**src/rtl/channel_sched.sv**
```systemverilog
// channel_sched: frame scheduler for the channel waveform units.
// A frame request (ram_wr_done_i) starts every enabled channel at once, the
// block then waits for a done pulse from each enabled channel, and finally
// holds a programmable latch interval before the frame is reported complete.
// Requests arriving while a frame is in flight collapse into one pending frame.
module channel_sched #(
    parameter int CHAN_NUM = 16,
    parameter int LATCH_W  = 16
) (
    input  logic                clk_i,
    input  logic                rst_i,
    input  logic                ram_wr_done_i,
    input  logic [3:0]          reg_chan_cnt_i,
    input  logic [LATCH_W-1:0]  latch_cyc_i,
    input  logic [CHAN_NUM-1:0] chan_done_i,
    output logic [CHAN_NUM-1:0] chan_start_o,
    output logic                busy_o,
    output logic                frame_done_o,
    output logic [7:0]          frame_cnt_o
);

    localparam logic [1:0] IDLE  = 2'd0;
    localparam logic [1:0] START = 2'd1;
    localparam logic [1:0] WAIT  = 2'd2;
    localparam logic [1:0] LATCH = 2'd3;

    logic [1:0]          state;
    logic [1:0]          state_nxt;
    logic                pend;
    logic [CHAN_NUM-1:0] en_mask;
    logic [CHAN_NUM-1:0] done_mask;
    logic [CHAN_NUM-1:0] done_hit;
    logic [LATCH_W-1:0]  latch_cnt;
    logic                frame_req;
    logic                all_done;
    logic                latch_end;
    logic                wait_exit;

    // Lowest (cnt+1) channels enabled; anything beyond CHAN_NUM is clipped.
    function automatic logic [CHAN_NUM-1:0] chan_mask(input logic [3:0] cnt);
        logic [CHAN_NUM-1:0] m;
        m = '0;
        for (int i = 0; i < CHAN_NUM; i++) begin
            m[i] = (i <= int'(cnt));
        end
        return m;
    endfunction

    // Qualify done pulses against the snapshot mask and decode frame events.
    always_comb begin
        frame_req = ram_wr_done_i | pend;
        done_hit  = chan_done_i & en_mask;
        all_done  = ((done_mask | done_hit) == en_mask);
        wait_exit = (state == WAIT) && all_done;
        latch_end = (state == LATCH) && (latch_cnt == '0);
    end

    // Next-state decode of the frame sequencer.
    always_comb begin
        state_nxt = state;
        case (state)
            IDLE:    if (frame_req) state_nxt = START;
            START:   state_nxt = WAIT;
            WAIT:    if (all_done) state_nxt = LATCH;
            LATCH:   if (latch_cnt == '0) state_nxt = IDLE;
            default: state_nxt = IDLE;
        endcase
    end

    // State register; busy tracks the registered state so it has no input path.
    always_ff @(posedge clk_i or posedge rst_i) begin
        if (rst_i) begin
            state  <= IDLE;
            busy_o <= 1'b0;
        end else begin
            state  <= state_nxt;
            busy_o <= (state_nxt != IDLE);
        end
    end

    // Channel enable snapshot, taken only when a frame is launched.
    always_ff @(posedge clk_i or posedge rst_i) begin
        if (rst_i) begin
            en_mask <= '0;
        end else if ((state == IDLE) && frame_req) begin
            en_mask <= chan_mask(reg_chan_cnt_i);
        end
    end

    // Start pulse is high for exactly the START cycle.
    always_ff @(posedge clk_i or posedge rst_i) begin
        if (rst_i) begin
            chan_start_o <= '0;
        end else if ((state == IDLE) && frame_req) begin
            chan_start_o <= chan_mask(reg_chan_cnt_i);
        end else begin
            chan_start_o <= '0;
        end
    end

    // Accumulate done pulses while waiting; repeats and disabled channels fall out.
    always_ff @(posedge clk_i or posedge rst_i) begin
        if (rst_i) begin
            done_mask <= '0;
        end else if (state == START) begin
            done_mask <= '0;
        end else if (state == WAIT) begin
            done_mask <= done_mask | done_hit;
        end
    end

    // A request seen outside IDLE is remembered; a set in START beats the clear.
    always_ff @(posedge clk_i or posedge rst_i) begin
        if (rst_i) begin
            pend <= 1'b0;
        end else if ((state != IDLE) && ram_wr_done_i) begin
            pend <= 1'b1;
        end else if (state == START) begin
            pend <= 1'b0;
        end
    end

    // Latch interval counter: loaded on WAIT exit, counts down to zero.
    always_ff @(posedge clk_i or posedge rst_i) begin
        if (rst_i) begin
            latch_cnt <= '0;
        end else if (wait_exit) begin
            latch_cnt <= latch_cyc_i;
        end else if ((state == LATCH) && (latch_cnt != '0)) begin
            latch_cnt <= latch_cnt - LATCH_W'(1);
        end
    end

    // Frame done is raised one cycle early so it lines up with the final LATCH cycle.
    always_ff @(posedge clk_i or posedge rst_i) begin
        if (rst_i) begin
            frame_done_o <= 1'b0;
        end else begin
            frame_done_o <= (wait_exit && (latch_cyc_i == '0)) ||
                            ((state == LATCH) && (latch_cnt == LATCH_W'(1)));
        end
    end

    // Completed-frame counter, naturally wrapping at 8 bits.
    always_ff @(posedge clk_i or posedge rst_i) begin
        if (rst_i) begin
            frame_cnt_o <= '0;
        end else if (latch_end) begin
            frame_cnt_o <= frame_cnt_o + 8'd1;
        end
    end

endmodule

```
**config.mk**
```make
export PLATFORM = sky130hd
export DESIGN_NAME = channel_sched
export DESIGN_NICKNAME = d
export VERILOG_FILES = /design/src/rtl/channel_sched.sv
export SDC_FILE = /design/constraint.sdc
export NUM_CORES = 1
export LEC_CHECK = 0
export BUFFER_PORTS_ARGS = -buffer_cell sky130_fd_sc_hd__buf_2
export CORE_ASPECT_RATIO = 1.75
export CORE_MARGIN = 10
export CORE_UTILIZATION = 60
export DETAILED_ROUTE_END_ITERATION = 6
export MAX_ROUTING_LAYER = met4
export PLACE_DENSITY = 0.92
export SYNTH_ARGS = -nofsm -noshare
export SYNTH_HDL_FRONTEND = slang
export SYNTH_SLANG_ARGS = --single-unit
export TNS_END_PERCENT = 100
```
**constraint.sdc**
```tcl
create_clock -name clk_i -period 8 [get_ports clk_i]
set_clock_uncertainty 0.2 [all_clocks]
set_input_delay 1.2 -clock clk_i [delete_from_list [all_inputs] [get_ports clk_i]]
set_output_delay 1.2 -clock clk_i [all_outputs]
set_load 0.005 [all_outputs]
```
==> flow_summary.yaml, run 1 <==
setup_path:
  critPathCaptureType: "flop"
  cp.required_ns: 8.03
  cp-startpoint: "chan_done_i[2]"
  r2r_slack_ns: 5.14
  r2r-start: "latch_cnt[3]$_DFFE_PP0P_"
  critPathKind: "in -> reg"
  r2r_end: "busy_o$_DFF_PP0_"
  r2r_cells: 5
  critPathArrivalTime_ns: 3.03
  crit_path_max_fanout: 19
  start_kind: "input port"
clocking:
  cts_setup_buffers: 0
  cts_sinks: 77
  insertion_delay_ns: 0.34
  holdBufCountCts: 0
  cts-resized-gates: 0
  cts_tree: "done"
  htreeDepth: 3
  path_clk_slew_ns: 0.08
  cts-buffers-inserted: 9
  cts_root_buffer: "clkbuf_8"
  cts.path.max_buffers: 2
synthesis:
  synthFlopType: "dfrtp_1"
  syn_avg_cell_area_sq_um: 10.8
  synth.distinct_cells: 45
  syn-cell-area_sq_um: 3650
  synthArstFlopShare_pct: 100
  synth_compound_area_share_pct: 11.1
  synthMuxAreaShare_pct: 5.14
  synthCells: 338
  yosys.area_share.adder_pct: 2.40
  yosys_warnings: 0
  synthXorXnorAreaFrac_pct: 5.04
  synth-edff-count: 0
  synth_top_family_by_area: "simple AND/OR/NAND/NOR gates"
  synth_seq_cells: 77
  ys_seq_area_share_pct: 52.8
  syn-num-nets: 384
  yosys.area_share.simple_pct: 19.6
cells_and_area:
  fin_nets: 448
  fill_cells: 419
  antenna_cells: 0
  final_area_sq_um: 4250
  area_delta_synth_final_pct: 16.5
  multi_input_area_sq_um: 1580
  layout_commonest_cell: "dfrtp_1"
  mostFrequentLayoutCells: "77 x dfrtp_1, 64 x buf_2, 35 x nor2_1"
  drive_gt1_share_pct: 26.1
  regArea_sq_um: 1930
pwr:
  power_density_nw_per_um2: 379
  ir_drop_uv: 272
  leakagePower_nw: 2.12
  combPwrFrac_pct: 35.8
  switching_share_pct: 36.6
  p_clk_share_pct: 22.2
  p_sw_mw: 0.589
  p_seq_share_pct: 42.1
  p_int_mw: 1.02
job:
  maxCapViolCount: 0
sta:
  final.period_utilization_pct: 37.5
  min_period_ns: 3.00
  hold_viol: 0
  fin_ws_ns: 5.00
  rsz0062_at_grt: "no"
  worst_slew_pin_slew_ns: 0.956
  slew_violations: 0
  timing.fmax_mhz: 333
  slew_headroom_pct: 36.2
  fin_hold_ws_ns: 0.264
  finalSetupViolations: 0
  setup_tns_ns: 0
detailed_routing:
  wl_per_cell_um: 19.0
  num_vias: 2892
  first_pass_iters: 6
  ant_nets: 0
  via_per_inst: 5.98
  drt_wl_total_um: 9180
  drtIter0Drc: 211
  drc: 0
grt:
  grt_usage_pct: 19.5
  grt_max_degree: 78
  first_global_vias: 3046
  grt_pass1_wl_um: 14600
  antenna_found_initial: 0
  overflow: 0
placed_design:
  dpl.hpwl_um: 6470
  place_ws_ns: 4.69
  place.gp.congestion: 0.900
  io_buffers: 64
  place_area_sq_um: 4010
floorplanning:
  core-area_sq_um: 5880
  initial_core_util_pct: 62.1
  rows: 37
  die_area_sq_um: 9730
  die_w_um: 79.0
  die_y_um: 123
  io_pins: 65
outcome:
  outcome: "completed"
hold_path:
  hp-start: "frame_cnt_o[7]$_DFFE_PP0P_"
  hold-path-cell-count: 1
  hold_end: "frame_cnt_o[7]$_DFFE_PP0P_"
  hp-class: "reg -> reg"
[synth_stat cells, drive strengths merged (3+ instances only)]
| master | number | area share, % |
|---|---|---|
| nand3 | 11 | 1.5 |
| nand4 | 9 | 1.5 |
| nand2b | 7 | 1.2 |
| inv | 18 | 1.9 |
| xnor2 | 14 | 3.4 |
| nor2 | 35 | 3.6 |
| mux2 | 15 | 5.1 |
| nand2 | 11 | 1.1 |
| nor3b | 12 | 2.6 |
| buf | 3 | 1.1 |
| dfrtp | 77 | 53 |
| clkbuf | 10 | 1.0 |
| ha | 7 | 2.4 |
| a21oi | 16 | 2.2 |
| or4 | 3 | 0.72 |
| o21ai | 7 | 0.96 |
| xor2 | 7 | 1.7 |
| a21o | 11 | 2.3 |
| and2 | 5 | 0.86 |
| a31oi | 15 | 2.6 |
| and3 | 4 | 0.69 |
| nor2b | 4 | 0.69 |
| nor3 | 5 | 0.82 |
| o22ai | 3 | 0.51 |
| and4 | 3 | 0.72 |
| nor4 | 11 | 2.2 |
[registers in the layout, summed over array words and instances, names as in the netlist]
register and count:
chan_start_o 16, done_mask 16, en_mask 16, latch_cnt 16
frame_cnt_o 8, state 2, busy_o 1, frame_done_o 1
pend 1
[cell type report]
| class | instances | share of cell area [%] |
|---|---|---|
| Timing Repair Buffer | 66 | 7.88 |
| Sequential cell | 77 | 45.3 |
| Clock inverter | 5 | 2.53 |
| Multi-Input combinational cell | 230 | 37.2 |
| Inverter | 18 | 1.59 |
| Clock buffer | 10 | 3.24 |
| Tap cell | 78 | 2.29 |
[worst max-delay path by stage]
stage	to	slack, ns
after CTS	latch_cnt[0]$_DFFE_PP0P_	5.03
after global routing	busy_o$_DFF_PP0_	4.93
after global placement	latch_cnt[6]$_DFFE_PP0P_	4.74
after detailed placement	latch_cnt[0]$_DFFE_PP0P_	4.69
after floorplan	busy_o$_DFF_PP0_	4.63
final	latch_cnt[0]$_DFFE_PP0P_	5.00
[power groups by stage]
| stage | clock network [mW] | logic [mW] | registers, mW |
|---|---|---|---|
| 6_report | 0.357 | 0.576 | 0.678 |
| 5_1_grt | 0.377 | 0.635 | 0.695 |
| 4_1_cts | 0.362 | 0.575 | 0.673 |
| 3_5_place_dp | 0 | 0.566 | 0.674 |
| 3_3_place_gp | 0 | 0.539 | 0.664 |
| 2_1_floorplan | 0 | 0.418 | 0.646 |
[stage by stage]
| stage | total power [mW] | utilization, % | cells |
|---|---|---|---|
| floorplan | 1.06 | - | 338 |
| global placement | 1.20 | 68.2 | 469 |
| detailed placement | 1.24 | 68.2 | 469 |
| CTS | 1.61 | 72.3 | 484 |
| global route | 1.71 | 72.3 | 484 |
| finish | 1.61 | 72.3 | 484 |
[critical path, stage by stage]
cell and delay [ns]:
buf_2 0.11, nor3b_1 0.06, nor4_2 0.27, nand4_1 0.17, or3_1 0.77, mux2_4 0.44
[cells by family (layout without fill, tap and decap cells)]
| group | Yosys count | in the layout |
|---|---|---|
| simple gates | 126 | 126 |
| flops | 77 | 77 |
| compound gates | 61 | 61 |
| buf+inv | 31 | 99 |
| xor+xnor | 21 | 21 |
| mux | 15 | 15 |
| fa+ha+maj | 7 | 7 |
[per-layer routing]
| layer | part of all wire [%] | GRT usage [%] | up-vias |
|---|---|---|---|
| met4 | 2.7 | 9.35 | 0 |
| met3 | 5.7 | 4.36 | 22 |
| met5 | 0 | - | - |
| li1 | - | - | 1345 |
| met1 | 37 | 19.4 | 1415 |
| met2 | 54 | 35.1 | 110 |
No activity file was read; power rests on OpenSTA's default activity.
==> inputs of run 2 (changes only) <==
--- a/config.mk
+++ b/config.mk
@@ -8,10 +8,10 @@
 export BUFFER_PORTS_ARGS = -buffer_cell sky130_fd_sc_hd__buf_2
 export CORE_ASPECT_RATIO = 1.75
 export CORE_MARGIN = 10
-export CORE_UTILIZATION = 60
+export CORE_UTILIZATION = 56
 export DETAILED_ROUTE_END_ITERATION = 6
 export MAX_ROUTING_LAYER = met4
-export PLACE_DENSITY = 0.92
+export PLACE_DENSITY = 0.87
 export SYNTH_ARGS = -nofsm -noshare
 export SYNTH_HDL_FRONTEND = slang
 export SYNTH_SLANG_ARGS = --single-unit
==> constraint.sdc (replaced) <==
create_clock -name clk_i -period 3.02 [get_ports clk_i]
set_clock_uncertainty 0.2 [all_clocks]
set_input_delay 0.453 -clock clk_i [delete_from_list [all_inputs] [get_ports clk_i]]
set_output_delay 0.453 -clock clk_i [all_outputs]
set_load 0.005 [all_outputs]
==> flow_summary.yaml, run 2 (synthesized netlist as in run 1, its figures left out) <==
clocking:
  insertion_delay_ns: 0.35
  htreeDepth: 3
  cts.path.max_buffers: 2
  cts_sinks: 77
  holdBufCountCts: 0
  cts_tree: "done"
  path_clk_slew_ns: 0.08
  cts_root_buffer: "clkbuf_8"
  cts-resized-gates: 0
  cts_setup_buffers: 0
  cts-buffers-inserted: 9
floorplanning:
  die_area_sq_um: 10300
  die_y_um: 127
  die_w_um: 81.0
  rows: 38
  core-area_sq_um: 6280
  initial_core_util_pct: 58.2
  io_pins: 65
placed_design:
  place_ws_ns: 0.411
  io_buffers: 64
  dpl.hpwl_um: 6510
  place.gp.congestion: 0.900
setup_path:
  critPathCaptureType: "flop"
  r2r_cells: 6
  r2r_end: "latch_cnt[6]$_DFFE_PP0P_"
  r2r-start: "state[0]$_DFF_PP0_"
  start_kind: "flop"
  r2r_slack_ns: 0.41
  critPathArrivalTime_ns: 2.64
  crit_path_max_fanout: 19
  cp.required_ns: 3.05
  critPathKind: "reg -> reg"
detailed_routing:
  first_pass_iters: 5
  drc: 0
  via_per_inst: 5.80
  ant_nets: 0
  drt_wl_total_um: 8620
  drtIter0Drc: 149
  num_vias: 2837
  wl_per_cell_um: 17.6
cells_and_area:
  fill_cells: 492
  fin_nets: 450
  mostFrequentLayoutCells: "77 x dfrtp_1, 64 x buf_2, 35 x nor2_1"
  layout_commonest_cell: "dfrtp_1"
  antenna_cells: 0
  area_delta_synth_final_pct: 16.4
  regArea_sq_um: 1930
  drive_gt1_share_pct: 26.4
  final_util_pct: 67.7
  multi_input_area_sq_um: 1580
sta:
  slew_violations: 0
  worst_slew_pin_slew_ns: 0.866
  rsz0062_at_grt: "no"
  finalSetupViolations: 0
  hold_viol: 0
  final.period_utilization_pct: 86.5
  min_period_ns: 2.61
  setup_tns_ns: 0
  fin_ws_ns: 0.408
  slew_headroom_pct: 42.3
  timing.fmax_mhz: 383
  fin_hold_ws_ns: 0.00534
grt:
  grt_usage_pct: 18.2
  grt_max_degree: 48
  grt_pass1_wl_um: 14300
  antenna_found_initial: 0
  overflow: 0
  first_global_vias: 2972
outcome:
  outcome: "completed"
pwr:
  power_density_nw_per_um2: 964
  ir_drop_uv: 746
  p_total_mw: 4.10
  leakagePower_nw: 2.12
hold_path:
  hp-class: "in -> async"
job:
  maxCapViolCount: 0
-- run 2: cell count changes in the layout (fill, tap and decap cells not counted) --
cell,previous run,this run
bufinv_16,3,1
inv_6,1,0
clkbuf_1,0,1
clkbuf_8,10,12
buf_12,0,1
clkinv_4,1,0
clkinvlp_4,0,1
clkinv_2,0,1
buf_4,2,3
-- run 2: final cells by class --
cell class / count / area share (%)
timing repair buffer: 68 / 8.54
clock buffer: 13 / 3.98
inverter: 18 / 1.59
clock inverter: 3 / 1.00
multi-input combinational: 230 / 37.2
tap: 80 / 2.36
sequential: 77 / 45.3
-- run 2: worst max path at each step --
| stage | startpoint | to | slack, ns | cells after the start |
|---|---|---|---|---|
| 2_1_floorplan | rst_i | busy_o$_DFF_PP0_ | 0.40 | 1 |
| 3_3_place_gp | state[0]$_DFF_PP0_ | latch_cnt[1]$_DFFE_PP0P_ | 0.47 | 6 |
| 3_5_place_dp | state[0]$_DFF_PP0_ | latch_cnt[0]$_DFFE_PP0P_ | 0.41 | 6 |
| 4_1_cts | state[0]$_DFF_PP0_ | latch_cnt[13]$_DFFE_PP0P_ | 0.39 | 6 |
| 5_1_grt | state[0]$_DFF_PP0_ | latch_cnt[1]$_DFFE_PP0P_ | 0.25 | 6 |
| 6_report | state[0]$_DFF_PP0_ | latch_cnt[6]$_DFFE_PP0P_ | 0.41 | 6 |
-- run 2: metrics by stage --
step,instances,cell area (sq um)
after floorplan,338,3650
after global placement,473,4040
after detailed placement,473,4040
after CTS,489,4250
after global routing,489,4250
final,489,4250
-- run 2: critical path: stages (launching register included) --
cell	delay (ns)
dfrtp_1	0.43
inv_1	0.13
ha_1	0.22
o311a_1	0.17
nand4_1	0.15
or3_1	0.76
mux2_4	0.43
-- run 2: layer usage --
| layer | up-vias | GRT usage (%) | share of wire, % |
|---|---|---|---|
| li1 | 1339 | - | - |
| met3 | 21 | 4.31 | 5.2 |
| met1 | 1380 | 19.9 | 38 |
| met5 | - | - | 0 |
| met2 | 97 | 29.7 | 53 |
| met4 | 0 | 9.01 | 3.0 |
-- run 2: where the power goes --
group	switching (mW)	total [mW]	internal [mW]
Sequential	0.342	1.77	1.43
Combinational	0.800	1.51	0.712
Clock	0.363	0.811	0.449
Total	1.50	4.10	2.59
